`src/rtl/apb_link_responder.sv`:
```
// APB-over-serdes far-end responder: runs each decoded request frame as one APB
// transaction and returns a response frame on the TX word stream.
module apb_link_responder #(
    parameter int ADDR_WIDTH     = 10,
    parameter int TIMEOUT_CYCLES = 1023
) (
    input  logic                  pclk,
    input  logic                  rst,
    input  logic                  rx_valid,
    input  logic                  rx_start,
    input  logic [31:0]           rx_data,
    output logic                  tx_valid,
    output logic                  tx_start,
    output logic [31:0]           tx_data,
    input  logic                  tx_ready,
    output logic [ADDR_WIDTH-1:0] paddr,
    output logic                  psel,
    output logic                  penable,
    output logic                  pwrite,
    output logic [31:0]           pwdata,
    output logic [3:0]            pstrb,
    input  logic [31:0]           prdata,
    input  logic                  pready,
    input  logic                  pslverr,
    output logic [15:0]           drop_count
);

    localparam int CNT_W = $clog2(TIMEOUT_CYCLES + 1);

    typedef enum logic [2:0] {
        IDLE,
        WDATA,
        SETUP,
        ACCESS,
        RSP_HDR,
        RSP_DATA
    } state_t;

    state_t           state;
    logic [CNT_W-1:0] cnt;
    logic [31:0]      rdata;
    logic             busy;
    logic             accept_hdr;
    logic             drop;

    // A header is taken in IDLE, and in WDATA it replaces the unfinished write.
    always_comb begin
        busy       = (state == SETUP) || (state == ACCESS) ||
                     (state == RSP_HDR) || (state == RSP_DATA);
        accept_hdr = rx_valid && rx_start && ((state == IDLE) || (state == WDATA));
        drop       = rx_valid && (((state == IDLE) && !rx_start) ||
                                  ((state == WDATA) && rx_start) ||
                                  (busy && rx_start));
    end

    always_ff @(posedge pclk or posedge rst) begin
        if (rst) begin
            state    <= IDLE;
            cnt      <= '0;
            rdata    <= '0;
            paddr    <= '0;
            psel     <= 1'b0;
            penable  <= 1'b0;
            pwrite   <= 1'b0;
            pwdata   <= '0;
            pstrb    <= '0;
            tx_valid <= 1'b0;
            tx_start <= 1'b0;
            tx_data  <= '0;
        end else if (accept_hdr) begin
            paddr  <= rx_data[ADDR_WIDTH-1:0];
            pwrite <= rx_data[31];
            pstrb  <= rx_data[31] ? rx_data[27:24] : 4'h0;
            if (rx_data[31]) begin
                state <= WDATA;
            end else begin
                state <= SETUP;
                psel  <= 1'b1;
            end
        end else begin
            case (state)
                IDLE: ;
                WDATA: begin
                    if (rx_valid) begin
                        pwdata <= rx_data;
                        psel   <= 1'b1;
                        state  <= SETUP;
                    end
                end
                SETUP: begin
                    penable <= 1'b1;
                    cnt     <= CNT_W'(1);
                    state   <= ACCESS;
                end
                ACCESS: begin
                    if (pready) begin
                        psel     <= 1'b0;
                        penable  <= 1'b0;
                        if (!pwrite) rdata <= prdata;
                        tx_valid <= 1'b1;
                        tx_start <= 1'b1;
                        tx_data  <= {pslverr, pwrite, 1'b0, 29'h0};
                        state    <= RSP_HDR;
                    end else if (cnt == CNT_W'(TIMEOUT_CYCLES)) begin
                        psel     <= 1'b0;
                        penable  <= 1'b0;
                        rdata    <= '0;
                        tx_valid <= 1'b1;
                        tx_start <= 1'b1;
                        tx_data  <= {1'b1, pwrite, 1'b1, 29'h0};
                        state    <= RSP_HDR;
                    end else begin
                        cnt <= cnt + CNT_W'(1);
                    end
                end
                RSP_HDR: begin
                    if (tx_ready) begin
                        tx_start <= 1'b0;
                        if (pwrite) begin
                            tx_valid <= 1'b0;
                            tx_data  <= '0;
                            state    <= IDLE;
                        end else begin
                            tx_data <= rdata;
                            state   <= RSP_DATA;
                        end
                    end
                end
                RSP_DATA: begin
                    if (tx_ready) begin
                        tx_valid <= 1'b0;
                        tx_data  <= '0;
                        state    <= IDLE;
                    end
                end
                default: state <= IDLE;
            endcase
        end
    end

    always_ff @(posedge pclk or posedge rst) begin
        if (rst) begin
            drop_count <= '0;
        end else if (drop && (drop_count != 16'hFFFF)) begin
            drop_count <= drop_count + 16'd1;
        end
    end

endmodule

```
`config.mk`:
```
export PLATFORM = sky130hd
export DESIGN_NAME = apb_link_responder
export DESIGN_NICKNAME = d
export VERILOG_FILES = /design/src/rtl/apb_link_responder.sv
export SDC_FILE = /design/constraint.sdc
export NUM_CORES = 1
export LEC_CHECK = 0
export ABC_AREA = 1
export CAP_MARGIN = 20
export CORE_AREA = 2 2 126 128
export DETAILED_ROUTE_END_ITERATION = 16
export DIE_AREA = 0 0 128 130
export PLACE_DENSITY = 0.75
export SLEW_MARGIN = 0
export SYNTH_ARGS = -nofsm -noshare
export SYNTH_HDL_FRONTEND = slang
export SYNTH_SLANG_ARGS = --single-unit
```
`constraint.sdc`:
```
create_clock -name pclk -period 6.1 [get_ports pclk]
set_input_delay 1.22 -clock pclk [delete_from_list [all_inputs] [get_ports pclk]]
set_output_delay 1.22 -clock pclk [all_outputs]
set_load 0.03 [all_outputs]
```
-- Yosys cells after proc, flatten, opt, wreduce, memory -nomap -nowiden
Cells that the tools add are included.
- $add $sub $neg: 2
- eq/ne operators: 20
- muxes and demuxes: 36
- bitwise logic cells: 1
- reductions and logical operators: 29
- operators with widths (operator ; number):
    $mux 32 ; 8
    $pmux 32 s3 ; 1
    $mux 3 ; 7
    $mux 10 ; 2
    $pmux 10 s2 ; 1
    $pmux 3 s6 ; 1
    $add 16x1->16 const B ; 1
    $ne 16x16->1 const B ; 1
    $ne 2x2->1 const B ; 8
    $reduce_and 4->1 ; 4
    $add 10x1->10 const B ; 1
    $eq 10x10->1 const B ; 1
    $mux 1 ; 10
    $reduce_and 5->1 ; 2
    $ne 3x3->1 const B ; 3
    $logic_and 1x1->1 ; 7
    $eq 3x2->1 const B ; 2
    $eq 3x3->1 const B ; 2
    $logic_or 1x1->1 ; 6
    $pmux 1 s2 ; 3
    $reduce_and 3->1 ; 2
    $reduce_and 6->1 ; 1
    $reduce_bool 2->1 ; 3
    $reduce_bool 3->1 ; 2
    9 further kinds ; 9
- register bits: 144
- bits of input ports: 71
- output and inout port bits: 99

-- Depth between registers and ports, before layout
Gate-level depths: netlist of run 1.
- depth in word-level cells: 8
- mapped depth: 11
- depth with buffers taken out: 9

-- Least setup slack after synthesis of run 1
No wires, ideal clock.
- kind: input -> register
- start: input port pready
- end: register rdata[0]
- arrival time: 2.164 ns
- data required time: 5.983 ns
- path slack: 3.819 ns
- stages: 7
- buffers on the path: 2
- cells stage by stage: clkbuf_1 > inv_1 > nand2_1 > nand2_4 > buf_6 > nand2_1 > o21ai_2
- longest elaborated chain between the ends: 2
- elaborated cells on any way between the ends: 4
- ends and longest elaborated chain (item ; RTL line ; source):
    from (decl) ; 23 ; input logic pready,
    $ne 2x2->1 (no source line) or $reduce_bool 2->1 (tied branches) ; - ;
    $reduce_and 4->1 (no source line) ; - ;
    to (signal assigned) ; 99 ; if (!pwrite) rdata <= prdata;
    to (decl) ; 41 ; logic [31:0] rdata;
Parallel ways exist; a longest one is shown, timed or not.
A chain may end at the register's enable or synchronous reset.

-- Worst setup path in the final report of run 1
- start: input port rx_valid
- end: register tx_data[2]
- longest elaborated chain between the ends: 4
- ends and longest elaborated chain (item ; RTL line ; source):
    from (decl) ; 9 ; input logic rx_valid,
    $logic_and 1x1->1 (2 in series) ; 50 ; accept_hdr = rx_valid && rx_start && ((state == IDLE) || (state == WDATA));
    $not 1->1 (no source line) ; - ;
    $reduce_and 5->1 (no source line) ; - ;
    to (signal assigned) ; 102 ; tx_data <= {pslverr, pwrite, 1'b0, 29'h0};
    to (signal assigned) ; 110 ; tx_data <= {1'b1, pwrite, 1'b1, 29'h0};
    to (signal assigned) ; 124 ; tx_data <= rdata;
    to (decl) ; 14 ; output logic [31:0] tx_data,
No other way between the ends.

==> results of run 1 <==
-- worst min-delay path: stages (launching register included) --
cell     delay, ns
dfrtp_1       0.34
nand2_1       0.05
nand2_1       0.05
-- stage by stage --
stage	hold WS, ns	power [mW]	utilization	instances	instance area (µm²)
2_1_floorplan	0.455	2.59	-	777	6750
3_3_place_gp	0.463	3.26	0.549	1107	8470
3_5_place_dp	0.464	3.30	0.550	1108	8480
4_1_cts	0.481	4.30	0.586	1140	9040
5_1_grt	0.501	4.53	0.588	1141	9060
6_report	0.477	4.26	0.588	1141	9060
-- sequential cells by signal (all words and copies together), names as in the netlist --
| register | flops |
|---|---|
| pstrb | 4 |
| pwrite | 1 |
| drop_count | 16 |
| tx_data | 32 |
| psel | 1 |
| state | 3 |
| rdata | 32 |
| tx_valid | 1 |
| cnt | 10 |
| penable | 1 |
| paddr | 10 |
| pwdata | 32 |
| tx_start | 1 |
-- cells by family (layout without fill, tap and decap cells) --
| kind of cell | after synthesis | count (layout) | synth area share |
|---|---|---|---|
| XOR/XNOR | 12 | 12 | 0.0156 |
| buffers and inverters | 100 | 272 | 0.0730 |
| AND/OR/NAND/NOR | 372 | 372 | 0.229 |
| flip-flops | 144 | 144 | 0.534 |
| adder cells (fa/ha/maj) | 5 | 5 | 0.00927 |
| AO/OA/AOI/OAI | 144 | 144 | 0.140 |
-- worst paths after layout --
| path | start | endpoint | slack, ns | depth (start not counted) |
|---|---|---|---|---|
| setup / recovery | rx_valid | tx_data[2]$_DFFE_PP0P_ | 2.79 | 7 |
| hold / removal | tx_data[29]$_DFFE_PP0P_ | tx_data[29]$_DFFE_PP0P_ | 0.48 | 2 |
| setup reg to reg | state[2]$_DFFE_PP0P_ | tx_data[2]$_DFFE_PP0P_ | 3.29 | 8 |
| hold reg to reg | tx_data[29]$_DFFE_PP0P_ | tx_data[29]$_DFFE_PP0P_ | 0.48 | 2 |
| max in group asynchronous | rst | drop_count[2]$_DFFE_PP0P_ | 4.06 | 3 |
| min in group asynchronous | rst | pwdata[5]$_DFFE_PP0P_ | 1.20 | 2 |
-- metal layers --
metal	track usage	routed length, µm
met5	0	0
met4	0.0672	223
met3	0.0689	1240
met2	0.281	6790
met1	0.263	7040
-- layout by cell type (no fill, tap or decap) --
master	instances
nand2_1	288
clkdlybuf4s50_1	169
dfrtp_1	144
o21ai_0	76
inv_1	63
o21ai_2	55
nand3_1	34
nor2_1	28
clkbuf_16	17
o21ai_1	8
nand4_1	7
xor2_1	6
xnor2_1	6
ha_1	5
nor2_2	4
nand3_2	4
clkinv_2	4
clkinvlp_4	4
buf_4	4
a21oi_1	3
nand2_4	3
inv_6	3
clkbuf_1	2
clkinv_4	2
nor2_4	1
nand3b_1	1
nand3b_4	1
a21oi_2	1
nor3_1	1
a21oi_4	1
bufinv_16	1
clkbuf_8	1
buf_16	1
buf_6	1
-- power by group --
group | switching [mW] | total [mW] | internal, mW
Sequential | 0.229 | 1.54 | 1.31
Clock | 0.412 | 0.985 | 0.573
Combinational | 1.04 | 1.74 | 0.701
-- final cells by class --
class,count,share of cell area
sequential,144,0.398
multi-input combinational,533,0.293
timing repair buffer,175,0.194
clock buffer,20,0.0493
inverter,65,0.0276
tap,192,0.0265
clock inverter,12,0.0121
==> results.md, run 1 <==
* CP Max Fanout at 61
* Routed Antenna Nets at 0
* First-pass GRT wire length at 25.3 mm
* Type of the worst min-delay path: flip-flop to flip-flop
* Synthesized area at 6750 µm²
* Clock H-tree levels at 4
* Number of flops mapped to enable cells by yosys at 0
* Status: completed
* CP bufs+invs at 2
* Fin. Hold Viols at 0
* Area of the die at 16,600 µm²
* Netlist cell types at 27
* Yosys warns at 0
* Clock slew at reported path FFs at 0.06 ns
* Area contributors post-synth: dfrtp_1 (53%), nand2_1 (16%), o21ai_2 (7.1%), o21ai_0 (5.6%), inv_1 (3.6%)
* PostCTS Resize Cnt at 0
* 1st-iter DRT viols at 309
* Die Span Y at 130 µm
* Slew @ Worst Pin at 0.834 ns
* Crit path cell chain: clkdlybuf4s50_1, nand3_2, inv_1, a21oi_2, nand2_4, nand2_1, o21ai_2
* Max Freq at 0.302 GHz
* TritonCTS clock tree: yes
* Slew HR at 0.444
* # diodes at 0
* Postcts setup bufs at 0
* CORE AREA at 15,400 µm²
* # IOs at 170
* Pwr dens at 470 nW/µm²
* Layout cells sized above 1 at 0.114
* CTS Sinks at 144
* GPL Wtd Cong at 0.825
* Initial antenna violation count at 0
* Area leader, netlist: dfrtp_1
* Synth Register Bits at 144
* Most common cell in the netlist: nand2_1
* Post-route DRC at 0
* Post-Route WL at 15.3 mm
* CTS Buf Count at 17
* Fin nets at 1,012
* Largest buffer count on any clock path at 2
* Crit Path Class: input pin to flip-flop
* Setup Slack @ Placement at 2.37 ns
* Fin. max-slew vios at 0
* Worst Setup Start Kind: input pin
* Top FF cell, synth: dfrtp_1
* Worst path required time at 6.42 ns
* Synth top area share at 0.534
* RSZ-0062 raised after global routing: no
* PortBufs at 169
* Area growth from synthesis to layout at 34.3%
* Multi-input logic area at 2650 µm²
* Vias per cell at 4.79
* Final count of negative-setup-slack endpoints at 0
* Initial Util at 0.438
* Reg area at 3600 µm²
* Post-synth top cells: nand2_1 (288), dfrtp_1 (144), o21ai_0 (76), inv_1 (64), o21ai_2 (55)
* Critical Path AT at 3.64 ns
* Setup_tns at 0 ns
* Worst path top cell family by delay: simple AND/OR/NAND/NOR gates
* # fillers at 1,354
* Final period util at 0.543
* Avg Cell Area, Syn at 8.69 µm²
* DP Wirelength at 10.4 mm
* VDD IR max at 0.251 mV
* Cts-stage hold buffer count at 0
* Max_cap viols at 0
* Slack of the critical path at 2.79 ns
* Root buf cell: clkbuf_16
* Std-Cell Rows at 46
* Drt pass-1 iters at 5
* Vias in the first global route at 5,083
* Congestion Overflow GR at 0
* Largest net degree at the start of global routing at 110
* Sequential element share of the synthesized area at 0.534
* Total track usage at 0.191
* Leak at 4.11 nW
* Syn Inst Count at 777
* Fin crit period at 3.31 ns
* Slowest CP cell: clkdlybuf4s50_1
* Asr flop ratio synth at 1.00
* Die W at 128 µm
* Crit-path max cell delay at 0.59 ns
* Syn Nets at 853
* Skew final at 0.00707 ns
* Wire length per cell at 13.4 µm
* CP Capture Type: flip-flop
* Worst-Skew Late Latency at 0.41 ns
* Via Count at 5,469
Note: power is estimated with default switching activity, not from simulation.
==> inputs of run 2 (changes only) <==
--- a/config.mk
+++ b/config.mk
@@ -10,7 +10,7 @@
 export CORE_AREA = 2 2 126 128
 export DETAILED_ROUTE_END_ITERATION = 16
 export DIE_AREA = 0 0 128 130
-export PLACE_DENSITY = 0.75
+export PLACE_DENSITY = 0.78
 export SLEW_MARGIN = 0
 export SYNTH_ARGS = -nofsm -noshare
 export SYNTH_HDL_FRONTEND = slang
==> constraint.sdc (replaced) <==
create_clock -name pclk -period 2.7 [get_ports pclk]
set_input_delay 0.54 -clock pclk [delete_from_list [all_inputs] [get_ports pclk]]
set_output_delay 0.54 -clock pclk [all_outputs]
set_load 0.03 [all_outputs]
==> results.md, run 2 (synthesis gave the netlist of run 1 again) <==
* Status: completed
* Via Count at 5,607 (+2.5%)
* 1st-iter DRT viols at 409 (+32%)
* Final count of negative-setup-slack endpoints at 0 (unchanged)
* Wire length per cell at 13.8 µm (+3.0%)
* Largest buffer count on any clock path at 2 (unchanged)
* Overall power at 10.1 mW (+140%)
* Post-Route WL at 15.9 mm (+3.9%)
* Total track usage at 0.202 (+0.0105)
* Die Span Y at 130 µm (unchanged)
* CTS Sinks at 144 (unchanged)
* Worst-Skew Late Latency at 0.41 ns (about the same)
* Setup Slack @ Placement at 0.353 ns (-2.02 ns)
* CP Capture Type: flip-flop
* Worst-case reg-to-reg path depth at 9 (+1)
* # IOs at 170 (unchanged)
* # placed instances at 1,120 (+1.1%)
* VDD IR max at 0.544 mV (+120%)
* Worst path required time at 3.00 ns (-3.42 ns)
* Crit Path Class: flip-flop to flip-flop
* Largest net degree at the start of global routing at 65 (-41%)
* Multi-input logic area at 2650 µm² (unchanged)
* Worst hold start: tx_data[27]$_DFFE_PP0P_
* Max_cap viols at 0 (unchanged)
* Slew @ Worst Pin at 0.597 ns (-0.236 ns)
* Setup_tns at 0 ns (unchanged)
* # fillers at 1,334 (-1.5%)
* PortBufs at 169 (unchanged)
* # diodes at 0 (unchanged)
* Vias per cell at 4.88 (+1.7%)
* Std-Cell Rows at 46 (unchanged)
* Fin. max-slew vios at 0 (unchanged)
* Max Freq at 0.470 GHz
* Final period util at 0.788
* CORE AREA at 15,400 µm² (unchanged)
* Drt pass-1 iters at 5 (unchanged)
* Initial antenna violation count at 0 (unchanged)
* Clock slew at reported path FFs at 0.06 ns (about the same)
* Fin. Hold Viols at 0 (unchanged)
* Commonest non-fill, non-tap cell in the layout: nand2_1
* Die W at 128 µm (unchanged)
* Skew final at 0.00934 ns (+0.00227 ns)
* Slack of the critical path at 0.572 ns (-2.22 ns)
* Fin crit period at 2.13 ns
* Root buf cell: clkbuf_16
* RSZ-0062 raised after global routing: no
* Reg area at 3600 µm² (unchanged)
* Fin nets at 1,023 (+1.1%)
* Type of the worst min-delay path: flip-flop to flip-flop
* Postcts setup bufs at 0 (unchanged)
* Final cell count without fillers at 1,150 (+0.79%)
* Congestion Overflow GR at 0 (unchanged)
* Area growth from synthesis to layout at 37.7%
* DP Wirelength at 11.1 mm (+6.7%)
* Clock H-tree levels at 4 (unchanged)
* Leak at 4.24 nW (+3.1%)
* Vias in the first global route at 5,340 (+5.1%)
* CP startpoint: state[2]$_DFFE_PP0P_
* CP Max Fanout at 19 (-69%)
* Worst Setup Start Kind: flip-flop
* Most frequent cells in the layout: nand2_1 (288), clkdlybuf4s50_1 (169), dfrtp_1 (144)
* Top flop regs: pwdata x32, rdata x32, tx_data x32
* Area of the die at 16,600 µm² (unchanged)
* Cts-stage hold buffer count at 0 (unchanged)
* Critical R2R Launch: state[2]$_DFFE_PP0P_
* Routed Antenna Nets at 0 (unchanged)
* Slew HR at 0.602 (+0.158)
* GPL Wtd Cong at 0.867 (+5.1%)
* PostCTS Resize Cnt at 0 (unchanged)
* Pwr dens at 1080 nW/µm² (+130%)
* Layout cells sized above 1 at 0.122 (+0.00833)
* Critical Path AT at 2.42 ns (-1.22 ns)
* Final hold slack at 0.480 ns (+0.00286 ns)
* CTS Buf Count at 17 (unchanged)
* Initial Util at 0.438 (unchanged)
* Post-route DRC at 0 (unchanged)
* TritonCTS clock tree: yes
* First-pass GRT wire length at 26.4 mm (+4.4%)
* Hold path cells at 2 (unchanged)
run 2: cell types whose count changed in the layout (fill, tap and decap cells not counted), sizes merged:
cell | previous run | this run
clkinv | 6 | 2
clkinvlp | 4 | 1
inv | 66 | 65
bufinv | 1 | 5
buf | 6 | 17
clkbuf | 20 | 22
run 2: routing by layer:
| layer | share of wire | vias up | global-route usage |
|---|---|---|---|
| met5 | 0 | - | 0 |
| met4 | 0.015 | 0 | 0.0730 |
| met3 | 0.076 | 19 | 0.0693 |
| met2 | 0.47 | 175 | 0.322 |
| met1 | 0.44 | 2601 | 0.257 |
| li1 | - | 2812 | - |
run 2: worst paths after layout:
kind,endpoint,slack [ns]
worst max-delay path,tx_data[2]$_DFFE_PP0P_,0.57
worst min-delay path,tx_data[27]$_DFFE_PP0P_,0.48
worst max register to register,tx_data[2]$_DFFE_PP0P_,0.57
worst min register to register,tx_data[27]$_DFFE_PP0P_,0.48
max in group asynchronous,rdata[17]$_DFFE_PP0P_,1.42
min in group asynchronous,drop_count[4]$_DFFE_PP0P_,0.49
run 2: where the power goes:
| part | internal, mW | switching (mW) |
|---|---|---|
| registers | 2.95 | 0.526 |
| logic | 1.62 | 2.37 |
| clock network | 1.71 | 0.882 |
run 2: layout make-up:
type / count / area share
Multi-Input combinational cell: 533 / 0.286
Inverter: 65 / 0.0268
Timing Repair Buffer: 186 / 0.204
Clock inverter: 8 / 0.0190
Sequential cell: 144 / 0.388
Clock buffer: 22 / 0.0510
Tap cell: 192 / 0.0259
run 2: worst max-delay path, stage by stage, from the launching register on:
cell and delay, ns:
dfrtp_1 0.51, clkinv_2 0.17, ha_1 0.23, nand3_2 0.21
inv_1 0.12, a21oi_2 0.30, nand2_4 0.10, buf_4 0.22
nand2_1 0.10, o21ai_2 0.05
run 2: per-stage QoR:
| stage | util | area [µm²] |
|---|---|---|
| after floorplan | - | 6750 |
| after global placement | 0.560 | 8640 |
| after detailed placement | 0.560 | 8640 |
| after CTS | 0.602 | 9290 |
| after global routing | 0.602 | 9290 |
| final | 0.602 | 9290 |
==> inputs of run 3 (changes only) <==
==> constraint.sdc (replaced) <==
create_clock -name pclk -period 1.8 [get_ports pclk]
set_input_delay 0.36 -clock pclk [delete_from_list [all_inputs] [get_ports pclk]]
set_output_delay 0.36 -clock pclk [all_outputs]
set_load 0.03 [all_outputs]
==> results.md, run 3 (synthesis gave the netlist of run 1 again) <==
* Fin. max-slew vios at 0 (unchanged)
* Vias per cell at 4.84 (-0.67%)
* Commonest non-fill, non-tap cell in the layout: nand2_1
* CP Capture Type: output port
* Wire length per cell at 13.7 µm (-0.93%)
* Slowest CP cell: dlygate4sd2_1
* Fin crit period at 1.67 ns
* TritonCTS clock tree: yes
* Via Count at 5,715 (+1.9%)
* CORE AREA at 15,400 µm² (unchanged)
* Sequential share of power at 0.360 (+0.014)
* Congestion Overflow GR at 0 (unchanged)
* Worst-case reg-to-reg path depth at 9 (unchanged)
* RSZ-0062 raised after global routing: yes
* # IOs at 170 (unchanged)
* Drt pass-1 iters at 5 (unchanged)
* Clock network fraction of total power at 0.244 (-0.014)
* Post-route DRC at 0 (unchanged)
* Postcts setup bufs at 0 (unchanged)
* Vias in the first global route at 5,406 (+1.2%)
* Most frequent cells in the layout: nand2_1 (288), dfrtp_1 (144), dlygate4sd2_1 (99)
* Crit-path max cell delay at 0.46 ns (-0.05 ns)
* CP startpoint: pwrite$_DFFE_PP0P_
* Skew final at 0.00715 ns (-0.00218 ns)
* Overall power at 14.3 mW (+42%)
* Crit path cell chain: dlygate4sd2_1
* Final cell count without fillers at 1,180 (+2.6%)
* DP Area at 8920 µm² (+3.3%)
* 1st-iter DRT viols at 351 (-14%)
* Worst-Skew Late Latency at 0.41 ns (about the same)
* Post-Route WL at 16.1 mm (+1.7%)
* R2R Setup Slk at 0.16 ns (-0.41 ns)
* Final hold slack at 0.241 ns (-0.239 ns)
* Routed Antenna Nets at 0 (unchanged)
* Final count of negative-setup-slack endpoints at 0 (unchanged)
* CP bufs+invs at 1 (-2)
* VDD IR max at 0.821 mV (+51%)
* Critical R2R Launch: drop_count[1]$_DFFE_PP0P_
* Design Area, Final at 9400 µm² (+1.2%)
* Net Sw Frac at 0.401 (+0.0260)
* Crit Path Class: flip-flop to output port
* Int Power at 8.58 mW (+36%)
* Die W at 128 µm (unchanged)
* Area growth from synthesis to layout at 39.3%
* Root buf cell: clkbuf_16
* GPL Wtd Cong at 0.846 (-2.4%)
* DP Wirelength at 11.7 mm (+5.2%)
* Die Span Y at 130 µm (unchanged)
* Slew HR at 0.737 (+0.136)
* Max_cap viols at 0 (unchanged)
* Critical Path AT at 1.31 ns (-1.11 ns)
* Worst Setup Start Kind: flip-flop
* Slew @ Worst Pin at 0.391 ns (-0.206 ns)
* CTS Buf Count at 17 (unchanged)
* Status: completed
* Worst setup path end: pwrite
* Total track usage at 0.201 (-0.000498)
* Initial antenna violation count at 0 (unchanged)
* CP Max Fanout at 3 (-16)
* Fin nets at 1,051 (+2.7%)
* Fin. Hold Viols at 0 (unchanged)
* Leak at 4.66 nW (+10%)
* Final period util at 0.925
* Area of the die at 16,600 µm² (unchanged)
* Layout cells sized above 1 at 0.151 (+0.0287)
* Initial Util at 0.438 (unchanged)
* Type of the worst min-delay path: input pin to async pin
* Top flop regs: pwdata x32, rdata x32, tx_data x32
* CTS Sinks at 144 (unchanged)
* RR Endpoint: drop_count[5]$_DFFE_PP0P_
* Largest net degree at the start of global routing at 59 (-9.2%)
* Worst path required time at 1.44 ns (-1.56 ns)
* # fillers at 1,348 (+1.0%)
* Pwr dens at 1520 nW/µm² (+41%)
* Comb pwr share at 0.396 (about the same)
* Worst path top cell family by delay: buffers and inverters
* # placed instances at 1,148 (+2.5%)
* PortBufs at 169 (unchanged)
* Std-Cell Rows at 46 (unchanged)
* # diodes at 0 (unchanged)
* Clock H-tree levels at 4 (unchanged)
* P_sw at 5.74 mW (+52%)
* Max Freq at 0.600 GHz
* Clock slew at reported path FFs at 0.06 ns (about the same)
* Largest buffer count on any clock path at 2 (unchanged)
* First-pass GRT wire length at 26.4 mm (about the same)
* Post-Route Utilization at 0.610 (+0.00738)
* Stages on worst setup path at 1 (-8)
==> run 3: cell types whose count changed in the layout (fill, tap and decap cells not counted), moves of 3 or more <==
cell,change
buf_4,+22
buf_12,+6
clkdlybuf4s50_1,-99
dlygate4sd2_1,+99
bufinv_16,-3
clkinvlp_4,+3
==> run 3: power by group through the flow <==
stage | combinational [mW] | sequential (mW) | clock, mW
after global placement | 6.19 | 5.20 | 0
after floorplan | 1.97 | 6.83 | 0
after detailed placement | 6.30 | 5.21 | 0
final | 5.67 | 5.16 | 3.50
after CTS | 5.72 | 5.16 | 3.56
after global routing | 6.17 | 5.29 | 3.73
==> run 3: through the flow <==
step | worst slack [ns] | setup TNS (ns)
6_report | 0.134 | 0
3_3_place_gp | -0.0165 | -0.0165
5_1_grt | 0.00397 | 0
2_1_floorplan | -0.365 | -52.57
4_1_cts | 0.0363 | 0
3_5_place_dp | -0.0332 | -0.341
==> run 3: how the worst min path moves through the flow <==
| stage | from | endpoint | slack [ns] |
|---|---|---|---|
| CTS | rst | drop_count[0]$_DFFE_PP0P_ | 0.24 |
| global route | rst | drop_count[0]$_DFFE_PP0P_ | 0.25 |
| global placement | tx_valid$_DFFE_PP0P_ | tx_valid$_DFFE_PP0P_ | 0.46 |
| finish | rst | drop_count[0]$_DFFE_PP0P_ | 0.24 |
| detailed placement | penable$_DFFE_PP0P_ | penable$_DFFE_PP0P_ | 0.46 |
| floorplan | rdata[0]$_DFFE_PP0P_ | rdata[0]$_DFFE_PP0P_ | 0.46 |
==> run 3: repair_timing <==
item	4_1_cts	5_1_grt
resized for setup	99	4
hold buffers	0	0
endpoints found under the setup margin	99	20
hold endpoints to repair	0	0
==> run 3: cell type report <==
cell class / instances / area, µm² / area share
clock buffer: 22 / 464 / 0.0494
multi-input combinational: 533 / 2670 / 0.283
tap: 192 / 240 / 0.0255
sequential: 144 / 3600 / 0.383
timing repair buffer: 214 / 2060 / 0.219
clock inverter: 10 / 126 / 0.0134
inverter: 65 / 249 / 0.0265
==> run 3: per-layer routing <==
metal	vias up	track usage	routed length (µm)
met1	2622	0.261	7060
met2	189	0.318	7500
met5	-	0	0
met3	28	0.0668	1280
met4	0	0.0724	299
li1	2876	-	-
